File: src/rtl/key_filter.sv
// rtl/key_filter.sv - multi-channel active-low push-button debouncer
// Two-flop synchroniser, then an independent filter FSM and counter per key.
module key_filter #(
  parameter int          KEY_W   = 2,
  parameter logic [24:0] CNT_MAX = 25'd999_999,
  parameter int          CNT_W   = 25
) (
  input  logic             sys_clk,
  input  logic             sys_rst,
  input  logic [KEY_W-1:0] key_in,
  output logic [KEY_W-1:0] key_state,
  output logic [KEY_W-1:0] key_press,
  output logic [KEY_W-1:0] key_release
);

  localparam logic [CNT_W-1:0] CNT_LAST = CNT_W'(CNT_MAX - 25'd1);

  typedef enum logic [1:0] {
    IDLE,
    PRESS_FILTER,
    DOWN,
    RELEASE_FILTER
  } state_t;

  logic [KEY_W-1:0] r_sync1;
  logic [KEY_W-1:0] r_sync2;

  always_ff @(posedge sys_clk or posedge sys_rst) begin
    if (sys_rst) begin
      r_sync1 <= '1;
      r_sync2 <= '1;
    end else begin
      r_sync1 <= key_in;
      r_sync2 <= r_sync1;
    end
  end

  for (genvar g = 0; g < KEY_W; g++) begin : g_ch
    state_t           r_state;
    state_t           w_state_nxt;
    logic [CNT_W-1:0] r_cnt;
    logic [CNT_W-1:0] w_cnt_nxt;
    logic             r_key;
    logic             w_key_nxt;
    logic             r_press;
    logic             w_press_nxt;
    logic             r_release;
    logic             w_release_nxt;
    logic             w_s;

    assign w_s = r_sync2[g];

    always_ff @(posedge sys_clk or posedge sys_rst) begin
      if (sys_rst) begin
        r_state   <= IDLE;
        r_cnt     <= '0;
        r_key     <= 1'b1;
        r_press   <= 1'b0;
        r_release <= 1'b0;
      end else begin
        r_state   <= w_state_nxt;
        r_cnt     <= w_cnt_nxt;
        r_key     <= w_key_nxt;
        r_press   <= w_press_nxt;
        r_release <= w_release_nxt;
      end
    end

    // Any opposite-level sample inside a filter state discards the whole window.
    always_comb begin
      w_state_nxt   = r_state;
      w_cnt_nxt     = r_cnt;
      w_key_nxt     = r_key;
      w_press_nxt   = 1'b0;
      w_release_nxt = 1'b0;
      case (r_state)
        IDLE: begin
          if (!w_s) begin
            w_state_nxt = PRESS_FILTER;
            w_cnt_nxt   = '0;
          end
        end
        PRESS_FILTER: begin
          if (w_s) begin
            w_state_nxt = IDLE;
            w_cnt_nxt   = '0;
          end else if (r_cnt == CNT_LAST) begin
            w_state_nxt = DOWN;
            w_key_nxt   = 1'b0;
            w_press_nxt = 1'b1;
            w_cnt_nxt   = '0;
          end else begin
            w_cnt_nxt = r_cnt + CNT_W'(1);
          end
        end
        DOWN: begin
          if (w_s) begin
            w_state_nxt = RELEASE_FILTER;
            w_cnt_nxt   = '0;
          end
        end
        RELEASE_FILTER: begin
          if (!w_s) begin
            w_state_nxt = DOWN;
            w_cnt_nxt   = '0;
          end else if (r_cnt == CNT_LAST) begin
            w_state_nxt   = IDLE;
            w_key_nxt     = 1'b1;
            w_release_nxt = 1'b1;
            w_cnt_nxt     = '0;
          end else begin
            w_cnt_nxt = r_cnt + CNT_W'(1);
          end
        end
        default: begin
          w_state_nxt = IDLE;
          w_cnt_nxt   = '0;
        end
      endcase
    end

    assign key_state[g]   = r_key;
    assign key_press[g]   = r_press;
    assign key_release[g] = r_release;
  end

endmodule

File: config.mk
export PLATFORM = sky130hd
export DESIGN_NAME = key_filter
export DESIGN_NICKNAME = d
export VERILOG_FILES = /design/src/rtl/key_filter.sv
export SDC_FILE = /design/constraint.sdc
export NUM_CORES = 1
export LEC_CHECK = 0
export CAP_MARGIN = 20
export CORE_MARGIN = 1.5
export CORE_UTILIZATION = 29
export CTS_CLUSTER_DIAMETER = 150
export DETAILED_ROUTE_END_ITERATION = 12
export GPL_ROUTABILITY_DRIVEN = 1
export MAX_ROUTING_LAYER = met4
export PLACE_DENSITY = 0.51
export SLEW_MARGIN = 10
export SYNTH_ARGS = -nofsm -noshare
export SYNTH_HDL_FRONTEND = slang
export SYNTH_SLANG_ARGS = --single-unit
File: constraint.sdc
create_clock -name sys_clk -period 2.4 [get_ports sys_clk]
set_clock_uncertainty 0.2 [all_clocks]
set_input_delay 0.48 -clock sys_clk [delete_from_list [all_inputs] [get_ports sys_clk]]
set_output_delay 0.48 -clock sys_clk [all_outputs]
set_load 0.03 [all_outputs]
# After elaboration in Yosys (flattened, before gate mapping)
# Index checks and enable logic that the tools add are counted.
[classes]
n_addsub = 2
reduce_logical = 10
n_eq_ne = 24
n_mux = 46
[op_table]
columns = ["cell", "count"]
rows = [
  ["25-bit two-way mux", 10],
  ["25-bit case mux with 4 select lines", 2],
  ["25-bit by 1-bit adder with 25-bit output, second input constant", 2],
  ["25-bit by 20-bit equality test with 1-bit output, second input constant", 2],
  ["2-bit two-way mux", 12],
  ["2-bit inequality test, second input constant", 12],
  ["1-bit two-way mux", 18],
  ["2-bit case mux with 4 select lines", 2],
  ["3-bit inequality test, second input constant", 4],
  ["5-bit AND reduction", 2],
  ["2-bit equality test, second input constant", 4],
  ["4-bit AND reduction", 2],
  ["2-bit by 1-bit equality test with 1-bit output, second input constant", 2],
  ["2-bit logical NOT", 2],
  ["1-bit case mux with 2 select lines", 2],
  ["2-bit AND reduction", 2],
  ["2-bit nonzero test", 2],
]
[totals]
in_bits = 4
reg_bits = 64
output_inout_bits = 6

# Logic depth before layout (Yosys ltp)
[depth]
word_depth = 4
depth_mapped = 9
ltp_nobuf = 7

# Least setup slack after synthesis
# No wires, ideal clock.
[synth_timing]
path_type = "reg2reg"
start = "register g_ch[0].r_cnt[11]"
end = "register g_ch[0].r_cnt[14]"
path_slack_ns = 0.164
n_path_buf = 2
synth_period_minus_slack_ns = 2.236
path_stages_with_launch = 7
required_time_ns = 2.079
t_arrival_ns = 1.915
cell_sequence = "dfrtp_1 or4b_2 nor3_2 a21oi_1 buf_6 buf_8 a22o_1"
[synth_via]
elab_chain_cells = 4
elab_cells_between_ends = 6
[synth_rtl]
columns = ["item", "line_no", "source"]
rows = [
  ["from (decl)", "41", "logic [CNT_W-1:0] r_cnt;"],
  ["from (signal assigned)", "62", "r_cnt <= w_cnt_nxt;"],
  ["25-bit by 1-bit adder with 25-bit output or 25-bit by 20-bit equality test with 1-bit output (tied branches)", "--", ""],
  ["25-bit two-way mux *", "87, 106", ""],
  ["25-bit two-way mux (on tied branches)", "103, 84", ""],
  ["25-bit case mux with 4 select lines *", "76", "case (r_state)"],
]
# Every way passes the cells marked *; elsewhere a longest branch is shown, timed or not.
# A chain may end at the register's enable or synchronous reset.

==> run metrics <==
status=finished, final reports clean; Worst path max stage delay=740 ps; synthesized area=0.00346 mm^2; first-pass GRT wire length=13600 um; critical path's top delay family=simple AND/OR/NAND/NOR gates; DP HPWL=5380 um; Clock Sink Count=64; slack of the critical path=110 ps; Non-Filler Instances=545; multi-input logic area=0.00168 mm^2; Yosys warning count=0; maximum vdd drop=281 uV; Worst EP required=2410 ps; number of global-route vias before repair=2731; port bufs=9; max-slew violations=0; Bufs on Longest Clock Path=2; commonest non-fill, non-tap cell in the layout=dfrtp_1; antenna diode count=0; Final ANT Viol Nets=0; Root Driver=clkbuf_16; Synth async-reset ratio=1.00; Synth Register Bits=64; Final setup viols=0; Vias/cell=5.23; WP data arrival=2300 ps; Hold WC Path Type=reg2reg; Syn Inst Count=374; Pre-antenna DRT Iters=7; final worst path period need=2290 ps; Slew headroom=0.641; syn_nets=382; GRT Util Overall=0.140; pre-CTS setup slack=56.5 ps; CP max stage cell=or4b_2; number of flops mapped to enable cells by yosys=0; Rows=39; CP cell instances=or4b_2 -> nor4_1 -> buf_4 -> nand3_1 -> a21boi_0; clock latency on the worst-skew pair=330 ps; post-synth cell types=51; Total Wirelength=7820 um; Initial Util=0.300; Worst Setup End Kind=register; Power Density=757 mW/mm^2; Slew @ Worst Pin=537 ps; crit path launch type=register; crit-path max FO=4; CORE AREA=0.0115 mm^2; largest net degree at the start of global routing=33; H-tree levels=3; Die H=112 um; layout cell share with drive strength beyond 1=0.172; Buf/Inv on CP=1; IO Pins=10; RePlAce Congestion=0.788; die area=0.0126 mm^2; Max-Cap Viols=0; Fin Setup TNS=0 ps; DIE WIDTH=112 um; Seq. cell area=0.00161 mm^2; DR vias=2851; DRC Markers=0; Final Cycle Share=0.954; Setup CP Type=reg2reg; global route total overflow=0; synthesis-to-layout area growth=19.7%; drt wl/cell=14.3 um; Inserted Clock Buffers=9; Syn Area/Cell=9.24 um^2; CTS tree=done; sequential area share after synthesis=0.465; antenna violations before repair=0; final hold viol count=0; RSZ-0062 raised after global routing=no; fill count=1180; Max Fclk=0.437 GHz; commonest non-fill, non-tap cells in the layout=dfrtp_1 (58), nand2_1 (44), a31oi_1 (29); Primary FF master, synth=dfrtp_1; clk slew on worst S/H paths=50 ps; leakage power=1.75 nW; number of DRC markers in iteration 0=176; Placed Cells=529; fin nets=405
-- stage by stage --
stage                     power (mW)  cell area [um^2]   util  hold slack, ps
after floorplan                 1.62              3460      -             145
after global placement          1.83              3820  0.332             145
after detailed placement        1.84              3820  0.332             149
after CTS                       3.17              4130  0.358             157
after global routing            3.31              4140  0.359             157
final                           3.13              4140  0.359             155
-- timing repair --
item	in CTS	in global routing
endpoints found under the setup margin	0	6
gates resized for setup	0	2
setup buffers	0	0
hold buffers	0	0
-- registers in the layout, indices dropped and copies added (netlist names), named ones only --
signal          count
r_sync1             2
g_ch.r_release      2
g_ch.r_press        2
g_ch.r_state        2
g_ch.r_cnt         50
r_sync2             2
g_ch.r_key          2
-- worst paths after layout --
path	start	endpoint	slack, ps	cells past startpoint
max in group asynchronous	sys_rst	g_ch[1].r_key	1110	3
max reg2reg	g_ch[0].r_cnt[15]	register	110	5
min reg2reg	r_sync1[1]	r_sync2[1]	150	0
min	r_sync1[1]	r_sync2[1]	150	0
max	g_ch[0].r_cnt[15]	register	110	5
min in group asynchronous	sys_rst	g_ch[1].r_cnt[19]	270	2
-- layout make-up --
class	count	share of cell area
tap	143	0.0432
inverter	11	0.00998
clock inverter	3	0.00968
timing repair buffer	34	0.0792
multi-input combinational	277	0.406
sequential	64	0.389
clock buffer	13	0.0629
-- synth_stat cells, drive strengths merged (2+ instances only) --
cell,instances,area share
or2,4,0.0072
buf,13,0.033
nor4b,2,0.0051
a41oi,7,0.018
or4b,2,0.0058
nor3,14,0.022
nand4,15,0.031
o21bai,2,0.0043
and2,3,0.0062
o21ai,17,0.025
a22o,4,0.010
nand3,27,0.039
a21oi,23,0.033
or4,3,0.0076
mux2i,2,0.0058
nand2,44,0.048
nand2b,6,0.011
xnor2,4,0.010
xor2,3,0.0076
a31oi,29,0.052
clkbuf,9,0.0098
a21o,13,0.029
nor4,4,0.0072
or3,2,0.0036
dfrtp,58,0.42
ha,4,0.014
dfstp,6,0.046
nor2,19,0.021
and3,8,0.016
and4,5,0.013
inv,11,0.012
o21ba,2,0.0058
-- power by group --
group / internal (mW) / leakage, nW / total [mW] / switching, mW
combinational: 0.235 / 0.739 / 0.604 / 0.369
sequential: 1.14 / 0.866 / 1.21 / 0.0723
clock: 0.857 / 0.150 / 1.32 / 0.460
-- logic make-up (layout without fill, tap and decap cells) --
family,Yosys count,in the layout,share of synthesized area
AO/OA/AOI/OAI,103,103,0.191
multiplexers,3,3,0.00905
flip-flops,64,64,0.465
adder cells (fa/ha/maj),4,4,0.0145
XOR/XNOR,7,7,0.0177
AND/OR/NAND/NOR,160,160,0.248
buffers and inverters,33,61,0.0543
-- routing by layer --
layer | vias to the layer above | routed length [um] | GRT usage
met3 | 8 | 212 | 0.0389
met5 | - | 0 | -
met1 | 1381 | 3680 | 0.166
met4 | 0 | 93 | 0.0481
met2 | 29 | 3830 | 0.229
li1 | 1433 | - | -
(Power assumes the default switching activity.)
